File: src/rtl/spi_fifo_pkg.sv
// spi_fifo_pkg: shared defaults and types for the SPI TX/RX FIFO stage.
//   SPI_FIFO_DW_DEF    - default word width
//   SPI_FIFO_DEPTH_DEF - default entries per FIFO
//   SPI_FIFO_LVL_W_MAX - width of the level field carried in the status struct
//   spi_fifo_status_t  - per-FIFO status: empty, full, level, overflow, underflow
package spi_fifo_pkg;

  localparam int unsigned SPI_FIFO_DW_DEF    = 16;
  localparam int unsigned SPI_FIFO_DEPTH_DEF = 8;
  // Status level is zero-extended to a fixed width; DEPTH must stay below 2^15.
  localparam int unsigned SPI_FIFO_LVL_W_MAX = 16;

  typedef struct packed {
    logic                          empty;
    logic                          full;
    logic [SPI_FIFO_LVL_W_MAX-1:0] level;
    logic                          overflow;
    logic                          underflow;
  } spi_fifo_status_t;

  function automatic int unsigned spi_fifo_lvl_w(input int unsigned depth);
    return $clog2(depth) + 1;
  endfunction

endpackage

File: src/rtl/spi_txrx_fifo_if.sv
// spi_txrx_fifo_if: engine-side signals of the SPI FIFO stage.
//   tx_valid/tx_ready/tx_data - TX head word offered to the shift engine
//   rx_wr_en/rx_wr_data       - received word pushed by the shift engine
// Modports: master = shift engine, slave = FIFO stage.
interface spi_txrx_fifo_if
  import spi_fifo_pkg::*;
#(
  parameter int unsigned DATA_WIDTH = SPI_FIFO_DW_DEF
);

  logic                  tx_valid;
  logic                  tx_ready;
  logic [DATA_WIDTH-1:0] tx_data;
  logic                  rx_wr_en;
  logic [DATA_WIDTH-1:0] rx_wr_data;

  modport master (
    input  tx_valid,
    input  tx_data,
    output tx_ready,
    output rx_wr_en,
    output rx_wr_data
  );

  modport slave (
    output tx_valid,
    output tx_data,
    input  tx_ready,
    input  rx_wr_en,
    input  rx_wr_data
  );

endinterface

File: src/rtl/spi_sync_fifo.sv
// spi_sync_fifo: single-clock first-word-fall-through FIFO.
//   clk_spi, rst_spi   - clock, synchronous active-high reset
//   push, push_data    - write request; dropped when full without a same-cycle pop
//   pop, pop_data      - read request; pop_data is the head word (0 when empty)
//   flush              - clears both pointers, overrides push/pop silently
//   status             - empty/full/level from registered pointers, registered
//                        overflow/underflow pulses
module spi_sync_fifo
  import spi_fifo_pkg::*;
#(
  parameter int unsigned DATA_WIDTH = SPI_FIFO_DW_DEF,
  parameter int unsigned DEPTH      = SPI_FIFO_DEPTH_DEF
) (
  input  logic                  clk_spi,
  input  logic                  rst_spi,
  input  logic                  push,
  input  logic [DATA_WIDTH-1:0] push_data,
  input  logic                  pop,
  output logic [DATA_WIDTH-1:0] pop_data,
  input  logic                  flush,
  output spi_fifo_status_t      status
);

  localparam int unsigned AW = $clog2(DEPTH);
  localparam logic [AW:0] PtrOne = {{AW{1'b0}}, 1'b1};

  logic [DATA_WIDTH-1:0] mem [DEPTH];

  // Extra MSB is the wrap bit distinguishing full from empty.
  logic [AW:0] wr_ptr_q, wr_ptr_d;
  logic [AW:0] rd_ptr_q, rd_ptr_d;
  logic        ovf_q, ovf_d;
  logic        udf_q, udf_d;
  logic        empty, full;
  logic        pop_ok, push_ok;
  logic [AW:0] level;

  assign empty   = (wr_ptr_q == rd_ptr_q);
  assign full    = (wr_ptr_q[AW-1:0] == rd_ptr_q[AW-1:0]) && (wr_ptr_q[AW] != rd_ptr_q[AW]);
  assign level   = wr_ptr_q - rd_ptr_q;
  assign pop_ok  = pop && !empty;
  // A pop in the same cycle frees the slot, so a full FIFO still accepts.
  assign push_ok = push && (!full || pop_ok);

  always_comb begin
    wr_ptr_d = wr_ptr_q;
    rd_ptr_d = rd_ptr_q;
    ovf_d    = 1'b0;
    udf_d    = 1'b0;
    if (flush) begin
      wr_ptr_d = '0;
      rd_ptr_d = '0;
    end else begin
      if (push_ok) wr_ptr_d = wr_ptr_q + PtrOne;
      if (pop_ok)  rd_ptr_d = rd_ptr_q + PtrOne;
      ovf_d = push && !push_ok;
      udf_d = pop && empty;
    end
  end

  always_ff @(posedge clk_spi) begin
    if (rst_spi) begin
      wr_ptr_q <= '0;
      rd_ptr_q <= '0;
      ovf_q    <= 1'b0;
      udf_q    <= 1'b0;
    end else begin
      wr_ptr_q <= wr_ptr_d;
      rd_ptr_q <= rd_ptr_d;
      ovf_q    <= ovf_d;
      udf_q    <= udf_d;
    end
  end

  // Storage carries no reset; validity is tracked by the pointers alone.
  always_ff @(posedge clk_spi) begin
    if (push_ok && !flush) mem[wr_ptr_q[AW-1:0]] <= push_data;
  end

  assign pop_data = empty ? '0 : mem[rd_ptr_q[AW-1:0]];

  always_comb begin
    status           = '0;
    status.empty     = empty;
    status.full      = full;
    status.level     = {{(SPI_FIFO_LVL_W_MAX - AW - 1){1'b0}}, level};
    status.overflow  = ovf_q;
    status.underflow = udf_q;
  end

endmodule

File: src/rtl/spi_txrx_fifo.sv
// spi_txrx_fifo: TX/RX buffering between the APB register file and the SPI
// shift engine, single clock domain (clk_spi).
//   clk_spi, rst_spi            - clock, synchronous active-high reset
//   tx_wr_en, tx_wr_data        - host push into TX FIFO
//   eng (spi_txrx_fifo_if.slave)- TX valid/ready/data to engine, RX push from engine
//   rx_rd_en, rx_rd_data        - host pop from RX FIFO (FWFT head word)
//   tx_flush, rx_flush          - clear the addressed FIFO
//   tx_thr, rx_thr              - low/high-water thresholds
//   tx_level, rx_level, *_empty, *_full - occupancy status
//   tx_overflow, rx_overflow, rx_underflow - one-cycle error pulses
//   tx_below_thr, rx_above_thr  - registered threshold flags
// Build option: SPI_FIFO_THRESH_EN enables the threshold flags; otherwise they
// are tied to 0 and the threshold inputs are ignored.
module spi_txrx_fifo
  import spi_fifo_pkg::*;
#(
  parameter int unsigned DATA_WIDTH = SPI_FIFO_DW_DEF,
  parameter int unsigned DEPTH      = SPI_FIFO_DEPTH_DEF,
  localparam int unsigned LVL_W     = $clog2(DEPTH) + 1
) (
  input  logic                  clk_spi,
  input  logic                  rst_spi,
  input  logic                  tx_wr_en,
  input  logic [DATA_WIDTH-1:0] tx_wr_data,
  spi_txrx_fifo_if.slave        eng,
  input  logic                  rx_rd_en,
  output logic [DATA_WIDTH-1:0] rx_rd_data,
  input  logic                  tx_flush,
  input  logic                  rx_flush,
  input  logic [LVL_W-1:0]      tx_thr,
  input  logic [LVL_W-1:0]      rx_thr,
  output logic [LVL_W-1:0]      tx_level,
  output logic [LVL_W-1:0]      rx_level,
  output logic                  tx_empty,
  output logic                  tx_full,
  output logic                  rx_empty,
  output logic                  rx_full,
  output logic                  tx_overflow,
  output logic                  rx_overflow,
  output logic                  rx_underflow,
  output logic                  tx_below_thr,
  output logic                  rx_above_thr
);

  spi_fifo_status_t tx_st, rx_st;

  // The FIFO only pops when non-empty, so tx_ready maps straight onto pop.
  spi_sync_fifo #(
    .DATA_WIDTH (DATA_WIDTH),
    .DEPTH      (DEPTH)
  ) u_tx_fifo (
    .clk_spi   (clk_spi),
    .rst_spi   (rst_spi),
    .push      (tx_wr_en),
    .push_data (tx_wr_data),
    .pop       (eng.tx_ready),
    .pop_data  (eng.tx_data),
    .flush     (tx_flush),
    .status    (tx_st)
  );

  spi_sync_fifo #(
    .DATA_WIDTH (DATA_WIDTH),
    .DEPTH      (DEPTH)
  ) u_rx_fifo (
    .clk_spi   (clk_spi),
    .rst_spi   (rst_spi),
    .push      (eng.rx_wr_en),
    .push_data (eng.rx_wr_data),
    .pop       (rx_rd_en),
    .pop_data  (rx_rd_data),
    .flush     (rx_flush),
    .status    (rx_st)
  );

  assign eng.tx_valid = !tx_st.empty;
  assign tx_level     = tx_st.level[LVL_W-1:0];
  assign rx_level     = rx_st.level[LVL_W-1:0];
  assign tx_empty     = tx_st.empty;
  assign tx_full      = tx_st.full;
  assign rx_empty     = rx_st.empty;
  assign rx_full      = rx_st.full;
  assign tx_overflow  = tx_st.overflow;
  assign rx_overflow  = rx_st.overflow;
  assign rx_underflow = rx_st.underflow;

`ifdef SPI_FIFO_THRESH_EN
  logic tx_below_q, rx_above_q;

  // Flags follow the registered levels one cycle later; reset value reflects
  // an empty FIFO (0 <= any tx_thr, rx level never >= a non-zero threshold).
  always_ff @(posedge clk_spi) begin
    if (rst_spi) begin
      tx_below_q <= 1'b1;
      rx_above_q <= 1'b0;
    end else begin
      tx_below_q <= (tx_level <= tx_thr);
      rx_above_q <= (rx_level >= rx_thr) && (rx_thr != '0);
    end
  end

  assign tx_below_thr = tx_below_q;
  assign rx_above_thr = rx_above_q;

  logic unused_status;
  assign unused_status = ^{tx_st.underflow, tx_st.level[SPI_FIFO_LVL_W_MAX-1:LVL_W],
                           rx_st.level[SPI_FIFO_LVL_W_MAX-1:LVL_W]};
`else
  assign tx_below_thr = 1'b0;
  assign rx_above_thr = 1'b0;

  logic unused_status;
  assign unused_status = ^{tx_thr, rx_thr, tx_st.underflow,
                           tx_st.level[SPI_FIFO_LVL_W_MAX-1:LVL_W],
                           rx_st.level[SPI_FIFO_LVL_W_MAX-1:LVL_W]};
`endif

endmodule
File: src/flat_wrapper.sv
// flat-port wrapper written by rule: the top's interface ports become plain ports
module spi_txrx_fifo_flat import spi_fifo_pkg::*;
#(
  parameter int unsigned DATA_WIDTH = SPI_FIFO_DW_DEF,
  parameter int unsigned DEPTH      = SPI_FIFO_DEPTH_DEF,
  localparam int unsigned LVL_W     = $clog2(DEPTH) + 1
)
  (clk_spi, rst_spi, tx_wr_en, tx_wr_data, rx_rd_en, rx_rd_data, tx_flush, rx_flush, tx_thr, rx_thr, tx_level, rx_level, tx_empty, tx_full, rx_empty, rx_full, tx_overflow, rx_overflow, rx_underflow, tx_below_thr, rx_above_thr, eng_tx_valid, eng_tx_data, eng_tx_ready, eng_rx_wr_en, eng_rx_wr_data);
  spi_txrx_fifo_if #(.DATA_WIDTH(DATA_WIDTH)) eng_i ();
  input  logic clk_spi;
  input  logic rst_spi;
  input  logic tx_wr_en;
  input  logic [DATA_WIDTH-1:0] tx_wr_data;
  input  logic rx_rd_en;
  output logic [DATA_WIDTH-1:0] rx_rd_data;
  input  logic tx_flush;
  input  logic rx_flush;
  input  logic [LVL_W-1:0] tx_thr;
  input  logic [LVL_W-1:0] rx_thr;
  output logic [LVL_W-1:0] tx_level;
  output logic [LVL_W-1:0] rx_level;
  output logic tx_empty;
  output logic tx_full;
  output logic rx_empty;
  output logic rx_full;
  output logic tx_overflow;
  output logic rx_overflow;
  output logic rx_underflow;
  output logic tx_below_thr;
  output logic rx_above_thr;
  output wire logic [$bits(eng_i.tx_valid)-1:0] eng_tx_valid;
  output wire logic [$bits(eng_i.tx_data)-1:0] eng_tx_data;
  input wire logic [$bits(eng_i.tx_ready)-1:0] eng_tx_ready;
  input wire logic [$bits(eng_i.rx_wr_en)-1:0] eng_rx_wr_en;
  input wire logic [$bits(eng_i.rx_wr_data)-1:0] eng_rx_wr_data;
  assign eng_tx_valid = eng_i.tx_valid;
  assign eng_tx_data = eng_i.tx_data;
  assign eng_i.tx_ready = eng_tx_ready;
  assign eng_i.rx_wr_en = eng_rx_wr_en;
  assign eng_i.rx_wr_data = eng_rx_wr_data;
  spi_txrx_fifo #(.DATA_WIDTH(DATA_WIDTH), .DEPTH(DEPTH)) u_core (.clk_spi(clk_spi), .rst_spi(rst_spi), .tx_wr_en(tx_wr_en), .tx_wr_data(tx_wr_data), .eng(eng_i), .rx_rd_en(rx_rd_en), .rx_rd_data(rx_rd_data), .tx_flush(tx_flush), .rx_flush(rx_flush), .tx_thr(tx_thr), .rx_thr(rx_thr), .tx_level(tx_level), .rx_level(rx_level), .tx_empty(tx_empty), .tx_full(tx_full), .rx_empty(rx_empty), .rx_full(rx_full), .tx_overflow(tx_overflow), .rx_overflow(rx_overflow), .rx_underflow(rx_underflow), .tx_below_thr(tx_below_thr), .rx_above_thr(rx_above_thr));
endmodule
File: config.mk
export PLATFORM = sky130hd
export DESIGN_NAME = spi_txrx_fifo_flat
export DESIGN_NICKNAME = d
export VERILOG_FILES = /design/src/rtl/spi_fifo_pkg.sv /design/src/rtl/spi_txrx_fifo_if.sv /design/src/rtl/spi_sync_fifo.sv /design/src/rtl/spi_txrx_fifo.sv /design/src/flat_wrapper.sv
export SDC_FILE = /design/constraint.sdc
export NUM_CORES = 1
export LEC_CHECK = 0
export BUFFER_PORTS_ARGS = -buffer_cell sky130_fd_sc_hd__buf_2
export CAP_MARGIN = 20
export CORE_UTILIZATION = 29
export CTS_CLUSTER_DIAMETER = 50
export DETAILED_ROUTE_END_ITERATION = 10
export PLACE_DENSITY = 0.42
export SLEW_MARGIN = 0
export SYNTH_ARGS = -nofsm -noshare
export SYNTH_HDL_FRONTEND = slang
export SYNTH_SLANG_ARGS = --single-unit
File: constraint.sdc
create_clock -name clk_spi -period 3.65 [get_ports clk_spi]
set_input_delay 0.365 -clock clk_spi [delete_from_list [all_inputs] [get_ports clk_spi]]
set_output_delay 0.365 -clock clk_spi [all_outputs]
set_load 0.005 [all_outputs]
==> metrics <==
status complete, no violations; R2R Setup Slk 1050 ps; max incr delay on CP between 500 and 600 ps; Critical R2R Launch u_core.u_tx_fifo.wr_ptr_q[1]; routed vias/inst 4.51; CP arrival 2880 ps; Tcrit/Tclk final 0.888; CP bufs+invs 2; Synth area leader edfxtp_1; layout net count 794; Setup TNS Final 0 ps; final core occ 0.359; clock skew 21.8 ps; layout cell share with drive strength beyond 1 0.342; Hold Violations, Final 0; Max Fclk 308 MHz; initial antenna violation count 4; hold path startpoint tx_wr_data[12]; FP Rows between 70 and 80; crit end category output port; drt drc 0; Core Area 37800 um^2; IO Count roughly 100; worst-case clock buffer depth 3; total CTS buffers 37; 1st-iter DRT viols 237; Worst Hold Depth 1; IO buf count 87; crit path kind flop to output port; post_cts resized 0; Finished Layout Cells 1271; Initial Util 0.296; Finish-stage setup viols 0; setup slack after layout 408 ps; Die ar. 39300 um^2; gr ovfl total 0; hold buffer count at cts 0; reg2reg end u_core.u_tx_fifo.mem[1][7]; drt wl/cell between 15 and 20 um; PD cells 536 nW/um^2; Die X 198 um; CTS H-tree lvls 2; Pre-antenna DRT Iters 4; Die Y about 200 um; top post-synthesis cells by count edfxtp_1 (256), inv_1 (76), mux4_2 (64), dfxtp_1 (25), nor2_1 (24); Top delay family on crit path simple AND/OR/NAND/NOR gates; Avg Inst Size Synth 18.4 um^2; Post-synth ARST share 0; pre-CTS setup slack 844 ps; Yosys warning total 0; Pleak 4.70 nW; Worst Hold Endpoint u_core.u_tx_fifo.mem[2][12]; Cells after DPL 1206; vias in the first global route between 6000 and 7000; crit start category flop; Post-synth EDFFs 256; Reg2Reg Depth 6; GP Congestion 0.759; Tightest Pin Transition 699 ps; Worst VDD drop 0.308 mV; Crit-path slowest cell dfxtp_1; Data required, critical path 3280 ps; worst-path cell chain ha_1 -> and3_1 -> nand2_1 -> nand2_1 -> buf_4 -> o22ai_1 -> buf_2; Synth Flop Type edfxtp_1; most frequent CP cell nand2_1; top cells by area, synth edfxtp_1 (69%), mux4_2 (13%), dfxtp_1 (4.5%); Slew Viols, Final 0; clock sink count roughly 280; number of distinct library cells after synthesis 41; Tot GR Track Use 0.128; fin crit period between 3000 and 4000 ps; #FFs+latches synth around 280; post-synth top area share 0.688; Max-cap violations 0; Root Driver clkbuf_16; post-synthesis sequential area ratio 0.733; Syn Std Cell Area about 11000 um^2; antenna viol nets, final 0; crit-path max FO 9; Cells after Synth a little over 600; global-route wire length before repair 36900 um; CTS tree done; Clk pin slew, worst setup/hold paths about 60 ps; via count between 5000 and 6000; Worst slew margin 0.534; drt total wl 24500 um; HPWL Detailed 14200 um; most frequent cell after synthesis edfxtp_1; Post-CTS Setup Repair Bufs 0; clk_lat worst skew 510 ps; pin count of the biggest net entering global routing 33; area delta synth->final 21.1%; Hold Crit Class input pin to flop; RSZ-0062 raised after global routing no
state kept, by name, summed over array words and instances, names as in the netlist, named ones only:
signal and flops:
u_core.u_rx_fifo.rd_ptr_q 4, u_core.u_rx_fifo.mem 128, u_core.u_tx_fifo.rd_ptr_q 4, u_core.u_tx_fifo.ovf_q 1, u_core.u_rx_fifo.udf_q 1, u_core.u_rx_fifo.wr_ptr_q 4
u_core.u_tx_fifo.wr_ptr_q 4, u_core.u_rx_fifo.ovf_q 1, u_core.u_tx_fifo.mem 128
kinds of logic after synthesis:
logic type | Yosys count | synth area share
flip-flops | 281 | 0.733
buffers and inverters | 100 | 0.0364
AND/OR/NAND/NOR | 76 | 0.0352
multiplexers | 64 | 0.129
AO/OA/AOI/OAI | 55 | 0.0365
XOR/XNOR | 17 | 0.0153
adder cells (fa/ha/maj) | 12 | 0.0148
other | 1 | 0.000336
cells in the final DEF (no fill, tap or decap), drive strengths merged, types with 3 or more instances in the layout:
master / n
nand3: 7
or2: 4
clkinv: 9
clkbuf: 44
nor2: 24
edfxtp: 256
mux4: 64
o22ai: 32
xor2: 7
nor4: 3
nand2: 11
ha: 10
nor3: 8
xnor2: 10
a21oi: 7
bufinv: 4
dfxtp: 25
and3: 4
o21ai: 8
or3: 3
nand2b: 5
inv: 80
nand4: 3
buf: 112
through the flow:
stage	total power (W)	hold WS [ps]	instance area (um^2)
2_1_floorplan	0.00375	464	11200
3_3_place_gp	0.00386	519	12400
3_5_place_dp	0.00387	539	12400
4_1_cts	0.00736	99.5	13500
5_1_grt	0.00751	109	13500
6_report	0.00726	118	13500
power by group:
| part | internal, W | switching (W) |
|---|---|---|
| Sequential | 0.00354 | 0.0000109 |
| Clock | 0.00215 | 0.00131 |
| Combinational | 0.000101 | 0.000150 |
routing by layer:
layer / up-vias / part of all wire / GRT usage
met2: 127 / 0.50 / 0.216
met4: 6 / 0.023 / 0.0396
met3: 54 / 0.057 / 0.0305
met5: - / 0.0016 / 0
met1: 2928 / 0.42 / 0.161
li1: 2612 / - / -
worst max path at each step:
stage                                             from                         end  slack [ps]  depth (start not counted)
after detailed placement  u_core.u_tx_fifo.wr_ptr_q[1]             eng_tx_data[15]         840                          7
after CTS                 u_core.u_tx_fifo.wr_ptr_q[2]             eng_tx_data[15]         300                          7
after global routing      u_core.u_tx_fifo.wr_ptr_q[2]             eng_tx_data[15]         190                          7
after global placement    u_core.u_tx_fifo.wr_ptr_q[1]             eng_tx_data[15]         900                          7
final                     u_core.u_tx_fifo.wr_ptr_q[2]             eng_tx_data[15]         410                          7
after floorplan           u_core.u_rx_fifo.wr_ptr_q[1]  u_core.u_rx_fifo.mem[4][0]         450                          4
worst register-to-register path, delay by kind of cell, from the launching register on:
kind / cells / cell delay (ps)
adder cells (fa/ha/maj): 1 / 330
buffers and inverters: 1 / 350
flip-flops: 1 / 560
AND/OR/NAND/NOR: 4 / 1020
final cells by class:
cell class / instances / area (um^2)
fill: 3578 / 24200
antenna: 2 / 5.00
multi-input combinational: 226 / 2630
inverter: 76 / 285
sequential: 281 / 8190
timing repair buffer: 112 / 623
clock inverter: 19 / 213
clock buffer: 44 / 952
tap: 511 / 639
(Power assumes the default switching activity.)
